[config.mk]
export PLATFORM = sky130hd
export DESIGN_NAME = frogger_game_fsm_flat
export DESIGN_NICKNAME = d
export VERILOG_FILES = /design/src/rtl/frogger_game_fsm_pkg.sv /design/src/rtl/frogger_game_fsm_if.sv /design/src/rtl/frogger_game_fsm_rise_edge_det.sv /design/src/rtl/frogger_game_fsm.sv /design/src/flat_wrapper.sv
export SDC_FILE = /design/constraint.sdc
export NUM_CORES = 1
export LEC_CHECK = 0
export BUFFER_PORTS_ARGS = -buffer_cell sky130_fd_sc_hd__buf_2
export CAP_MARGIN = 20
export CORE_MARGIN = 3
export CORE_UTILIZATION = 50
export CTS_CLUSTER_DIAMETER = 100
export DETAILED_ROUTE_END_ITERATION = 6
export GPL_ROUTABILITY_DRIVEN = 0
export HOLD_SLACK_MARGIN = 0.15
export PLACE_DENSITY_LB_ADDON = 0.08
export SLEW_MARGIN = 15
export SYNTH_ARGS = -nofsm -noshare
export SYNTH_HDL_FRONTEND = slang
export SYNTH_SLANG_ARGS = --single-unit
[constraint.sdc]
create_clock -name i_Clk -period 3.1 [get_ports i_Clk]
set_input_delay 0.31 -clock i_Clk [delete_from_list [all_inputs] [get_ports i_Clk]]
set_output_delay 0.31 -clock i_Clk [all_outputs]
set_load 0.01 [all_outputs]
[src/rtl/frogger_game_fsm_pkg.sv]
// ---------------------------------------------------------------------------
// frogger_pkg
// Shared definitions for the Frogger game blocks: game state encoding,
// goal/score limits, frog origin tile, and saturating score/lives helpers.
// No ports (package).
// ---------------------------------------------------------------------------
package frogger_pkg;

    // Encoding is visible on o_State, so the values are fixed.
    typedef enum logic [1:0] {
        IDLE    = 2'b00,
        RUNNING = 2'b01,
        P1_WINS = 2'b10,
        CLEANUP = 2'b11
    } t_game_state;

    localparam int c_GOAL_ROW_DEFAULT = 0;
    localparam int c_SCORE_MAX        = 99;

    // Tile where the frog (re)appears; shared with frogger_ctrl and
    // frogger_collisions.
    localparam int c_FROG_ORIGIN_X    = 10;
    localparam int c_FROG_ORIGIN_Y    = 14;

    localparam int c_CNT_W            = 8;

    function automatic logic [6:0] f_Score_Inc(input logic [6:0] i_Score);
        return (i_Score >= 7'(c_SCORE_MAX)) ? i_Score : i_Score + 7'd1;
    endfunction

    function automatic logic [1:0] f_Lives_Dec(input logic [1:0] i_Lives);
        return (i_Lives == 2'd0) ? 2'd0 : i_Lives - 2'd1;
    endfunction

endpackage

[src/rtl/frogger_game_fsm_if.sv]
// ---------------------------------------------------------------------------
// frogger_game_fsm_if
// Groups the game sequencer's inputs (start, VSync, collision, frog row) and
// outputs (state, movement enable, frog reset, lives, score, game over).
//   master : the environment side (drives i_*, observes o_*)
//   slave  : the game sequencer (reads i_*, drives o_*)
// ---------------------------------------------------------------------------
interface frogger_game_fsm_if;
    logic       i_Game_Start;
    logic       i_VSync;
    logic       i_Collided;
    logic [5:0] i_Frogger_Y;
    logic [1:0] o_State;
    logic       o_Game_Active;
    logic       o_Frog_Reset;
    logic [1:0] o_Lives;
    logic [6:0] o_Score;
    logic       o_Game_Over;

    modport master (
        output i_Game_Start, i_VSync, i_Collided, i_Frogger_Y,
        input  o_State, o_Game_Active, o_Frog_Reset, o_Lives, o_Score, o_Game_Over
    );

    modport slave (
        input  i_Game_Start, i_VSync, i_Collided, i_Frogger_Y,
        output o_State, o_Game_Active, o_Frog_Reset, o_Lives, o_Score, o_Game_Over
    );
endinterface

[src/rtl/frogger_game_fsm_rise_edge_det.sv]
// ---------------------------------------------------------------------------
// rise_edge_det
// Registered rising-edge detector. o_Pulse is high for one cycle, one cycle
// after the first high sample of i_Sig.
//   i_Clk   : clock
//   i_Rst_n : asynchronous active-low reset
//   i_Sig   : level input (already synchronous to i_Clk)
//   o_Pulse : one-cycle registered pulse
// ---------------------------------------------------------------------------
module rise_edge_det (
    input  logic i_Clk,
    input  logic i_Rst_n,
    input  logic i_Sig,
    output logic o_Pulse
);
    logic r_Sig_Prev;
    logic r_Pulse;

    always_ff @(posedge i_Clk or negedge i_Rst_n) begin
        if (!i_Rst_n) begin
            r_Sig_Prev <= 1'b0;
            r_Pulse    <= 1'b0;
        end else begin
            r_Sig_Prev <= i_Sig;
            r_Pulse    <= i_Sig & ~r_Sig_Prev;
        end
    end

    assign o_Pulse = r_Pulse;
endmodule

[src/rtl/frogger_game_fsm.sv]
// ---------------------------------------------------------------------------
// frogger_game_fsm
// Top-level Frogger game sequencer: IDLE / RUNNING / P1_WINS / CLEANUP,
// lives, score, post-collision freeze and win-screen hold.
//   i_Clk    : system clock
//   i_Rst_n  : asynchronous active-low reset, released synchronously
//   io_Game  : slave modport carrying
//              i_Game_Start (debounced level), i_VSync (frame timing),
//              i_Collided (level), i_Frogger_Y (frog tile row),
//              o_State, o_Game_Active, o_Frog_Reset (1-cycle pulse),
//              o_Lives, o_Score (0..99), o_Game_Over
// All outputs are registered.
// ---------------------------------------------------------------------------
module frogger_game_fsm
    import frogger_pkg::*;
#(
    parameter int c_GOAL_ROW    = c_GOAL_ROW_DEFAULT,
    parameter int c_WIN_SCORE   = 5,
    parameter int c_HIT_FRAMES  = 60,
    parameter int c_WIN_FRAMES  = 180,
    parameter int c_START_LIVES = 3
) (
    input  logic                 i_Clk,
    input  logic                 i_Rst_n,
    frogger_game_fsm_if.slave    io_Game
);
    localparam logic [1:0]         LP_START_LIVES = 2'(c_START_LIVES);
    localparam logic [6:0]         LP_WIN_SCORE   = 7'(c_WIN_SCORE);
    localparam logic [c_CNT_W-1:0] LP_HIT_FRAMES  = c_CNT_W'(c_HIT_FRAMES);
    localparam logic [c_CNT_W-1:0] LP_WIN_FRAMES  = c_CNT_W'(c_WIN_FRAMES);
    localparam logic [5:0]         LP_GOAL_ROW    = 6'(c_GOAL_ROW);

    t_game_state        r_State,       w_State_Nxt;
    logic [6:0]         r_Score,       w_Score_Nxt;
    logic [1:0]         r_Lives,       w_Lives_Nxt;
    logic               r_Game_Active, w_Game_Active_Nxt;
    logic               r_Frog_Reset,  w_Frog_Reset_Nxt;
    logic               r_Game_Over,   w_Game_Over_Nxt;
    logic [c_CNT_W-1:0] r_Freeze_Cnt,  w_Freeze_Cnt_Nxt;
    logic [c_CNT_W-1:0] r_Frame_Cnt,   w_Frame_Cnt_Nxt;
    logic               r_At_Goal_Prev;

    logic               w_Start_Edge;
    logic               w_Frame_Tick;
    logic               w_At_Goal;
    logic               w_Goal_Edge;
    logic [6:0]         w_Score_Inc;
    logic [c_CNT_W-1:0] w_Frame_Cnt_Inc;

    rise_edge_det u_start_edge (
        .i_Clk   (i_Clk),
        .i_Rst_n (i_Rst_n),
        .i_Sig   (io_Game.i_Game_Start),
        .o_Pulse (w_Start_Edge)
    );

    rise_edge_det u_vsync_edge (
        .i_Clk   (i_Clk),
        .i_Rst_n (i_Rst_n),
        .i_Sig   (io_Game.i_VSync),
        .o_Pulse (w_Frame_Tick)
    );

    assign w_At_Goal       = (io_Game.i_Frogger_Y == LP_GOAL_ROW);
    assign w_Goal_Edge     = w_At_Goal & ~r_At_Goal_Prev;
    assign w_Score_Inc     = f_Score_Inc(r_Score);
    assign w_Frame_Cnt_Inc = r_Frame_Cnt + c_CNT_W'(1);

    always_ff @(posedge i_Clk or negedge i_Rst_n) begin
        if (!i_Rst_n) begin
            r_State        <= IDLE;
            r_Score        <= 7'd0;
            r_Lives        <= LP_START_LIVES;
            r_Game_Active  <= 1'b0;
            r_Frog_Reset   <= 1'b0;
            r_Game_Over    <= 1'b0;
            r_Freeze_Cnt   <= '0;
            r_Frame_Cnt    <= '0;
            r_At_Goal_Prev <= 1'b0;
        end else begin
            r_State        <= w_State_Nxt;
            r_Score        <= w_Score_Nxt;
            r_Lives        <= w_Lives_Nxt;
            r_Game_Active  <= w_Game_Active_Nxt;
            r_Frog_Reset   <= w_Frog_Reset_Nxt;
            r_Game_Over    <= w_Game_Over_Nxt;
            r_Freeze_Cnt   <= w_Freeze_Cnt_Nxt;
            r_Frame_Cnt    <= w_Frame_Cnt_Nxt;
            r_At_Goal_Prev <= w_At_Goal;
        end
    end

    always_comb begin
        w_State_Nxt       = r_State;
        w_Score_Nxt       = r_Score;
        w_Lives_Nxt       = r_Lives;
        w_Game_Active_Nxt = r_Game_Active;
        w_Frog_Reset_Nxt  = 1'b0;
        w_Game_Over_Nxt   = r_Game_Over;
        w_Freeze_Cnt_Nxt  = r_Freeze_Cnt;
        w_Frame_Cnt_Nxt   = r_Frame_Cnt;

        case (r_State)
            IDLE: begin
                w_Game_Active_Nxt = 1'b0;
                if (w_Start_Edge) begin
                    w_State_Nxt       = RUNNING;
                    w_Game_Active_Nxt = 1'b1;
                    w_Frog_Reset_Nxt  = 1'b1;
                    w_Game_Over_Nxt   = 1'b0;
                    w_Score_Nxt       = 7'd0;
                    w_Lives_Nxt       = LP_START_LIVES;
                    w_Freeze_Cnt_Nxt  = '0;
                    w_Frame_Cnt_Nxt   = '0;
                end
            end

            RUNNING: begin
                if (r_Game_Active) begin
                    // The cycle right after a frog reset is blanked: the frog
                    // is still being moved to its origin, and skipping it
                    // keeps Frog_Reset from ever being high two cycles in a
                    // row. Collision is a level, so it is seen a cycle later.
                    if (!r_Frog_Reset) begin
                        if (io_Game.i_Collided) begin
                            w_Lives_Nxt       = f_Lives_Dec(r_Lives);
                            w_Frog_Reset_Nxt  = 1'b1;
                            w_Freeze_Cnt_Nxt  = LP_HIT_FRAMES;
                            w_Game_Active_Nxt = 1'b0;
                        end else if (w_Goal_Edge) begin
                            w_Score_Nxt      = w_Score_Inc;
                            w_Frog_Reset_Nxt = 1'b1;
                            if (w_Score_Inc >= LP_WIN_SCORE) begin
                                w_State_Nxt       = P1_WINS;
                                w_Game_Active_Nxt = 1'b0;
                                w_Frame_Cnt_Nxt   = '0;
                            end
                        end
                    end
                end else begin
                    // Frozen after a hit: count frames down, then resume or
                    // end the game once the last life is gone.
                    if (r_Freeze_Cnt == '0) begin
                        if (r_Lives != 2'd0) begin
                            w_Game_Active_Nxt = 1'b1;
                        end else begin
                            w_State_Nxt     = CLEANUP;
                            w_Game_Over_Nxt = 1'b1;
                        end
                    end else if (w_Frame_Tick) begin
                        w_Freeze_Cnt_Nxt = r_Freeze_Cnt - c_CNT_W'(1);
                    end
                end
            end

            P1_WINS: begin
                w_Game_Active_Nxt = 1'b0;
                if (w_Frame_Tick) begin
                    if (w_Frame_Cnt_Inc >= LP_WIN_FRAMES) begin
                        w_State_Nxt = CLEANUP;
                    end else begin
                        w_Frame_Cnt_Nxt = w_Frame_Cnt_Inc;
                    end
                end
            end

            CLEANUP: begin
                // Game_Over deliberately survives into IDLE.
                w_State_Nxt       = IDLE;
                w_Score_Nxt       = 7'd0;
                w_Lives_Nxt       = LP_START_LIVES;
                w_Frog_Reset_Nxt  = 1'b1;
                w_Game_Active_Nxt = 1'b0;
                w_Freeze_Cnt_Nxt  = '0;
                w_Frame_Cnt_Nxt   = '0;
            end

            default: begin
                w_State_Nxt = IDLE;
            end
        endcase
    end

    assign io_Game.o_State       = r_State;
    assign io_Game.o_Score       = r_Score;
    assign io_Game.o_Lives       = r_Lives;
    assign io_Game.o_Game_Active = r_Game_Active;
    assign io_Game.o_Frog_Reset  = r_Frog_Reset;
    assign io_Game.o_Game_Over   = r_Game_Over;

endmodule

[src/flat_wrapper.sv]
// flat-port wrapper written by rule: the top's interface ports become plain ports
module frogger_game_fsm_flat import frogger_pkg::*;
#(
    parameter int c_GOAL_ROW    = c_GOAL_ROW_DEFAULT,
    parameter int c_WIN_SCORE   = 5,
    parameter int c_HIT_FRAMES  = 60,
    parameter int c_WIN_FRAMES  = 180,
    parameter int c_START_LIVES = 3
)
  (i_Clk, i_Rst_n, io_Game_i_Game_Start, io_Game_i_VSync, io_Game_i_Collided, io_Game_i_Frogger_Y, io_Game_o_State, io_Game_o_Game_Active, io_Game_o_Frog_Reset, io_Game_o_Lives, io_Game_o_Score, io_Game_o_Game_Over);
  frogger_game_fsm_if io_Game_i ();
  input  logic i_Clk;
  input  logic i_Rst_n;
  input wire logic [$bits(io_Game_i.i_Game_Start)-1:0] io_Game_i_Game_Start;
  input wire logic [$bits(io_Game_i.i_VSync)-1:0] io_Game_i_VSync;
  input wire logic [$bits(io_Game_i.i_Collided)-1:0] io_Game_i_Collided;
  input wire logic [$bits(io_Game_i.i_Frogger_Y)-1:0] io_Game_i_Frogger_Y;
  output wire logic [$bits(io_Game_i.o_State)-1:0] io_Game_o_State;
  output wire logic [$bits(io_Game_i.o_Game_Active)-1:0] io_Game_o_Game_Active;
  output wire logic [$bits(io_Game_i.o_Frog_Reset)-1:0] io_Game_o_Frog_Reset;
  output wire logic [$bits(io_Game_i.o_Lives)-1:0] io_Game_o_Lives;
  output wire logic [$bits(io_Game_i.o_Score)-1:0] io_Game_o_Score;
  output wire logic [$bits(io_Game_i.o_Game_Over)-1:0] io_Game_o_Game_Over;
  assign io_Game_i.i_Game_Start = io_Game_i_Game_Start;
  assign io_Game_i.i_VSync = io_Game_i_VSync;
  assign io_Game_i.i_Collided = io_Game_i_Collided;
  assign io_Game_i.i_Frogger_Y = io_Game_i_Frogger_Y;
  assign io_Game_o_State = io_Game_i.o_State;
  assign io_Game_o_Game_Active = io_Game_i.o_Game_Active;
  assign io_Game_o_Frog_Reset = io_Game_i.o_Frog_Reset;
  assign io_Game_o_Lives = io_Game_i.o_Lives;
  assign io_Game_o_Score = io_Game_i.o_Score;
  assign io_Game_o_Game_Over = io_Game_i.o_Game_Over;
  frogger_game_fsm #(.c_GOAL_ROW(c_GOAL_ROW), .c_WIN_SCORE(c_WIN_SCORE), .c_HIT_FRAMES(c_HIT_FRAMES), .c_WIN_FRAMES(c_WIN_FRAMES), .c_START_LIVES(c_START_LIVES)) u_core (.i_Clk(i_Clk), .i_Rst_n(i_Rst_n), .io_Game(io_Game_i));
endmodule
# --- Word level (Yosys, flattened, before mapping) ---
# Cells that the tools add are included.
word_totals:
  out_inout_bits: 14
  regBits: 35
classes:
  order_cmp: 3
  n_reduce_logical: 14
  n_eq_ne: 25
  n_bitwise: 6
  muxes: 58
  n_addsub: 4
op_table:
  columns: ["operator", "n"]
  rows:
  - ["$mux 8", 13]
  - ["$mux 7", 6]
  - ["$pmux 8 s4", 1]
  - ["$mux 2", 15]
  - ["$pmux 8 s3", 1]
  - ["$pmux 7 s3", 1]
  - ["$mux 1", 16]
  - ["$ne 2x2->1 const B", 8]
  - ["$ne 3x3->1 const B", 5]
  - ["$reduce_and 6->1", 2]
  - ["$ne 2x1->1 const B", 5]
  - ["$reduce_and 5->1", 2]
  - ["$ne 3x2->1 const B", 3]
  - ["$reduce_and 9->1", 1]
  - ["$add 8x1->8 const B", 1]
  - ["$ge 8x8->1 const B", 1]
  - ["$logic_not 8->1", 1]
  - ["$pmux 2 s4", 1]
  - ["$reduce_and 8->1", 1]
  - ["$sub 8x1->8 const B", 1]
  - ["$add 7x1->7 const B", 1]
  - ["$ge 7x3->1 const B", 1]
  - ["$ge 7x7->1 const B", 1]
  - ["$logic_not 6->1", 1]
  - ["other kinds (13)", 21]

# --- Depth between registers and ports, before layout ---
logic_depth:
  word_depth: 9
  mapped_depth: 9
  mapped_depth_nobuf: 8

# --- Cells and area by module ---
# From an unflattened synthesis, not the netlist that was laid out.
hier_totals:
  hier_cells: 263
  hier_area_um2: 2327.2
by_module_without_submodules:
  columns: ["mod", "area_each_um2", "instances", "cells_each"]
  rows:
  - ["frogger_game_fsm", 2199.6, 1, 257]
  - ["rise_edge_det", 63.8, 2, 3]

# --- Worst setup path before layout ---
# OpenSTA, ideal clock, no wires.
synth_path:
  path_type: "reg2reg"
  startpoint: "reg u_core.r_Frame_Cnt[0]"
  endpoint: "reg u_core.r_Frame_Cnt[2]"
  setup_ps: 87
  arrival_ps: 2162
  t_required_ps: 3013
  slack_ps: 851
  path_stages_with_launch: 8
  path_buffers: 1
  cell_sequence: "dfrtp_1 -> ha_1 -> and3_1 -> clkbuf_2 -> a22o_1 -> a41o_1 -> or4_4 -> o211ai_1"
synth_between:
  elab_chain_len: 4
synth_lines:
  columns: ["element", "line_no", "text"]
  rows:
  - ["start: declaration", "frogger_game_fsm.sv:40", "logic [c_CNT_W-1:0] r_Frame_Cnt, w_Frame_Cnt_Nxt;"]
  - ["start signal: assignment", "frogger_game_fsm.sv:88", "r_Frame_Cnt <= w_Frame_Cnt_Nxt;"]
  - ["$add 8x1->8 (*)", "frogger_game_fsm.sv:67", "assign w_Frame_Cnt_Inc = r_Frame_Cnt + c_CNT_W'(1);"]
  - ["$ge 8x8->1 / $mux 8 (equally long branches)", "frogger_game_fsm.sv:159", "if (w_Frame_Cnt_Inc >= LP_WIN_FRAMES) begin"]
  - ["$ne 2x2->1 (no line) / $mux 8 (equally long branches)", null, null]
  - ["$reduce_and 8->1 (no line) / $pmux 8 s4 (equally long branches)", null, null]
# Mark *: on every way between the ends. The rest lies on a longest branch, timed or not. The select of a mux whose other input is x is not followed.
# A chain may end at the register's enable or synchronous reset.

# --- Worst setup path after layout ---
layout_path:
  startpoint: "reg u_core.r_Score[0], in the netlist u_core.io_Game.o_Score[0]"
  endpoint: "reg u_core.r_Frame_Cnt[2]"
layout_between:
  elab_chain_len: 5
layout_lines:
  columns: ["element", "line_no", "text"]
  rows:
  - ["start: declaration", "frogger_game_fsm.sv:34", "logic [6:0] r_Score, w_Score_Nxt;"]
  - ["start signal: assignment", "frogger_game_fsm.sv:82", "r_Score <= w_Score_Nxt;"]
  - ["$add 7x1->7 / $ge 7x7->1 (equally long branches)", "frogger_game_fsm_pkg.sv:28", "return (i_Score >= 7'(c_SCORE_MAX)) ? i_Score : i_Score + 7'd1;"]
  - ["$mux 7 (*)", "frogger_game_fsm_pkg.sv:28", null]
  - ["$ge 7x3->1 (*)", "frogger_game_fsm.sv:133", "if (w_Score_Inc >= LP_WIN_SCORE) begin"]
  - ["$ne 2x1->1 (no line) (*)", null, null]
  - ["$reduce_and 8->1 (no line) (*)", null, null]
# Mark *: on every way between the ends. The rest lies on a longest branch, timed or not.

==> impl_metrics.yaml <==
outcome:
  status: "completed"
clock_network:
  cts_setup_buffers: 0
  numCtsBuffers: 5
  insertion_delay_ns: 0.29
  htreeDepth: 2
  clk_pin_slew_ns: 0.07
  clock_path_buffers: 2
  clkSinkCount: 35
  cts_tree: "built"
  root_buffer: "clkbuf_8"
critical_path:
  crit_chain: "ha_1, a21boi_1, o221ai_1, a31oi_2, o21ai_2, or4_4, o211ai_1"
  critPathSlowestCell: "or4_4"
  cp.required_ns: 3.30
  path_class: "register to register"
  cp-end-kind: "register"
  cp_max_fo: 14
  max_stage_delay_ns: 0.56
  crit_end: "u_core.r_Frame_Cnt[2]"
  r2r-start: "u_core.io_Game.o_Score[0]"
  r2r_end: "u_core.r_Frame_Cnt[2]"
  crit_start: "u_core.io_Game.o_Score[0]"
  cp_data_arrival_time_ns: 2.63
  reg2reg_slack_ns: 0.67
  r2r_cells: 7
  start_kind: "register"
cells_and_area:
  post_layout_nonfiller_instances: 326
  layout-drive-gt1-share_pct: 17.0
  fillers: 399
  final_core_util_pct: 60.1
  fin_nets: 295
  diodes: 0
  syn2layout_area_growth_pct: 12.4
logic_synthesis:
  netlist_instances: 250
  seq_area_frac_synth_pct: 39.6
  yosys.area.top_type: "dfrtp_1"
  synth_ff_type: "dfrtp_1"
  synth_top_area_share_pct: 37.2
  async_reset_ff_share_pct: 100
  avgSynthCellArea_um2: 8.87
  synth-edff-count: 0
  synth_common_cells: "33 x dfrtp_1, 30 x nand2_1, 17 x nor2_1, 13 x inv_1, 12 x a21oi_1"
  synth_seq_cells: 35
  synth_area_leaders: "dfrtp_1 37%, ha_1 5.1%, nand2_1 5.1%, nor2_1 2.9%, a21oi_1 2.7%"
  yosysMostFrequentCell: "dfrtp_1"
  synth_cell_types: 58
  syn-cell-area_um2: 2220
  ys_warn_count: 0
  syn-num-nets: 270
sta:
  relSlewSlack_pct: 47.8
  slew_violations: 0
  period_minus_slack_ns: 2.43
  max_freq_ghz: 0.412
  worstMarginPinSlew_ns: 0.784
  skew_ns: 0.00475
  rsz0062_at_grt: "false"
  fin_tns_setup_ns: 0
  finalSetupViolations: 0
  hold_viol_final: 0
  period_share_pct: 78.2
floorplanning:
  dieArea_um2: 5270
  io_pins: 25
  die_w_um: 72.6
  rows: 23
  fp.dieH_um: 72.6
  start_util_pct: 53.5
  core_um2: 4140
flow_run:
  maxCapViolations: 0
route:
  drt_iter0_markers: 147
  via_per_inst: 5.96
  antenna_left: 0
  drc: 0
  dr.pass1.iters: 4
  wire_per_inst_um: 14.7
  drt_wl_total_um: 4790
  vias: 1943
global_route:
  first_global_vias: 1770
  antenna_found_initial: 0
  grt_overflow: 0
  track_usage_pct: 19.6
  grt_pass1_wl_um: 8270
  grt_max_degree: 36
pwr:
  power_leakage_nw: 1.06
  vdd_drop_max_v: 0.000363
  power_density_nw_per_um2: 824
placement:
  hpwl_um: 3440
  placed_cells: 315
  numPortBuffers: 24
worst_hold_path:
  hold_depth: 2
  hp-class: "input port to register"
  worstHoldStart: "io_Game_i_Frogger_Y[4]"
[how the worst min path moves through the flow]
stage,endpoint,slack (ns)
after floorplan,u_core.io_Game.o_Frog_Reset,0.01
after global placement,u_core.u_start_edge.o_Pulse,0.38
after detailed placement,u_core.u_start_edge.o_Pulse,0.39
after CTS,u_core.r_At_Goal_Prev,0.18
after global routing,u_core.r_At_Goal_Prev,0.19
final,u_core.r_At_Goal_Prev,0.19
[where the power goes]
group | total, mW | switching [mW] | internal [mW]
logic | 1.05 | 0.613 | 0.436
registers | 0.667 | 0.107 | 0.560
clock network | 0.338 | 0.159 | 0.179
[state kept, by name, summed over array words and instances (netlist names)]
signal	count
u_core.io_Game.o_State	2
u_core.r_At_Goal_Prev	1
u_core.io_Game.o_Score	7
u_core.u_start_edge.o_Pulse	1
u_core.u_start_edge.r_Sig_Prev	1
u_core.io_Game.o_Game_Active	1
u_core.io_Game.o_Lives	2
u_core.u_vsync_edge.r_Sig_Prev	1
u_core.u_vsync_edge.o_Pulse	1
u_core.io_Game.o_Game_Over	1
u_core.r_Freeze_Cnt	8
u_core.r_Frame_Cnt	8
u_core.io_Game.o_Frog_Reset	1
[cells by family (layout without fill, tap and decap cells)]
| kind of cell | count (synthesis) | in the layout | share of synthesized area, % |
|---|---|---|---|
| simple gates | 106 | 106 | 25.0 |
| buf+inv | 25 | 51 | 4.57 |
| mux | 3 | 3 | 1.47 |
| compound gates | 70 | 70 | 23.5 |
| flops | 35 | 35 | 39.6 |
| fa+ha+maj | 9 | 9 | 5.08 |
| xor+xnor | 2 | 2 | 0.790 |
[critical path: cells and delay by family (launching register included)]
kind,cells,cell delay [ns]
DFF,1,0.43
adders and majority gates,1,0.25
AOI/OAI and AO/OA,5,1.10
and+or+nand+nor,1,0.56
[cell type report]
cell class	instances	area [um2]	share of cell area, %
multi-input cells	190	1240	49.7
clock inverters	1	5.00	0.201
flip-flops and latches	35	878	35.2
well taps	50	62.6	2.51
clock buffers	7	86.3	3.46
inverters	13	48.8	1.96
repair buffers	30	173	6.93
[cells in the final DEF (no fill, tap or decap), drive strengths merged, types with 9 or more instances in the layout]
cell,n
dfrtp,33
nand2,30
buf,27
nor2,17
inv,13
a21oi,12
o21ai,11
ha,9
[metal layers]
metal / global-route usage, % / part of all wire [%] / vias up
li1: - / - / 988
met1: 28.4 / 52 / 902
met2: 29.7 / 43 / 48
met3: 4.13 / 4.5 / 5
met4: 5.53 / 0.94 / 0
met5: 0 / 0 / -
[repair_timing]
| action | 4_1_cts | 5_1_grt |
|---|---|---|
| hold buffers | 3 | 0 |
| resized for setup | 0 | 0 |
| endpoints found under the hold margin | 35 | 0 |
[metrics by stage]
step	worst slack (ns)	cell area [um2]	power [mW]	hold WS, ns
6_report	0.675	2490	2.05	0.188
5_1_grt	0.501	2490	2.23	0.193
4_1_cts	0.670	2490	2.06	0.181
3_3_place_gp	0.706	2370	1.71	0.381
2_1_floorplan	0.851	2220	1.45	0.0144
3_5_place_dp	0.691	2370	1.72	0.387
Power figures use the tool's default switching activity.
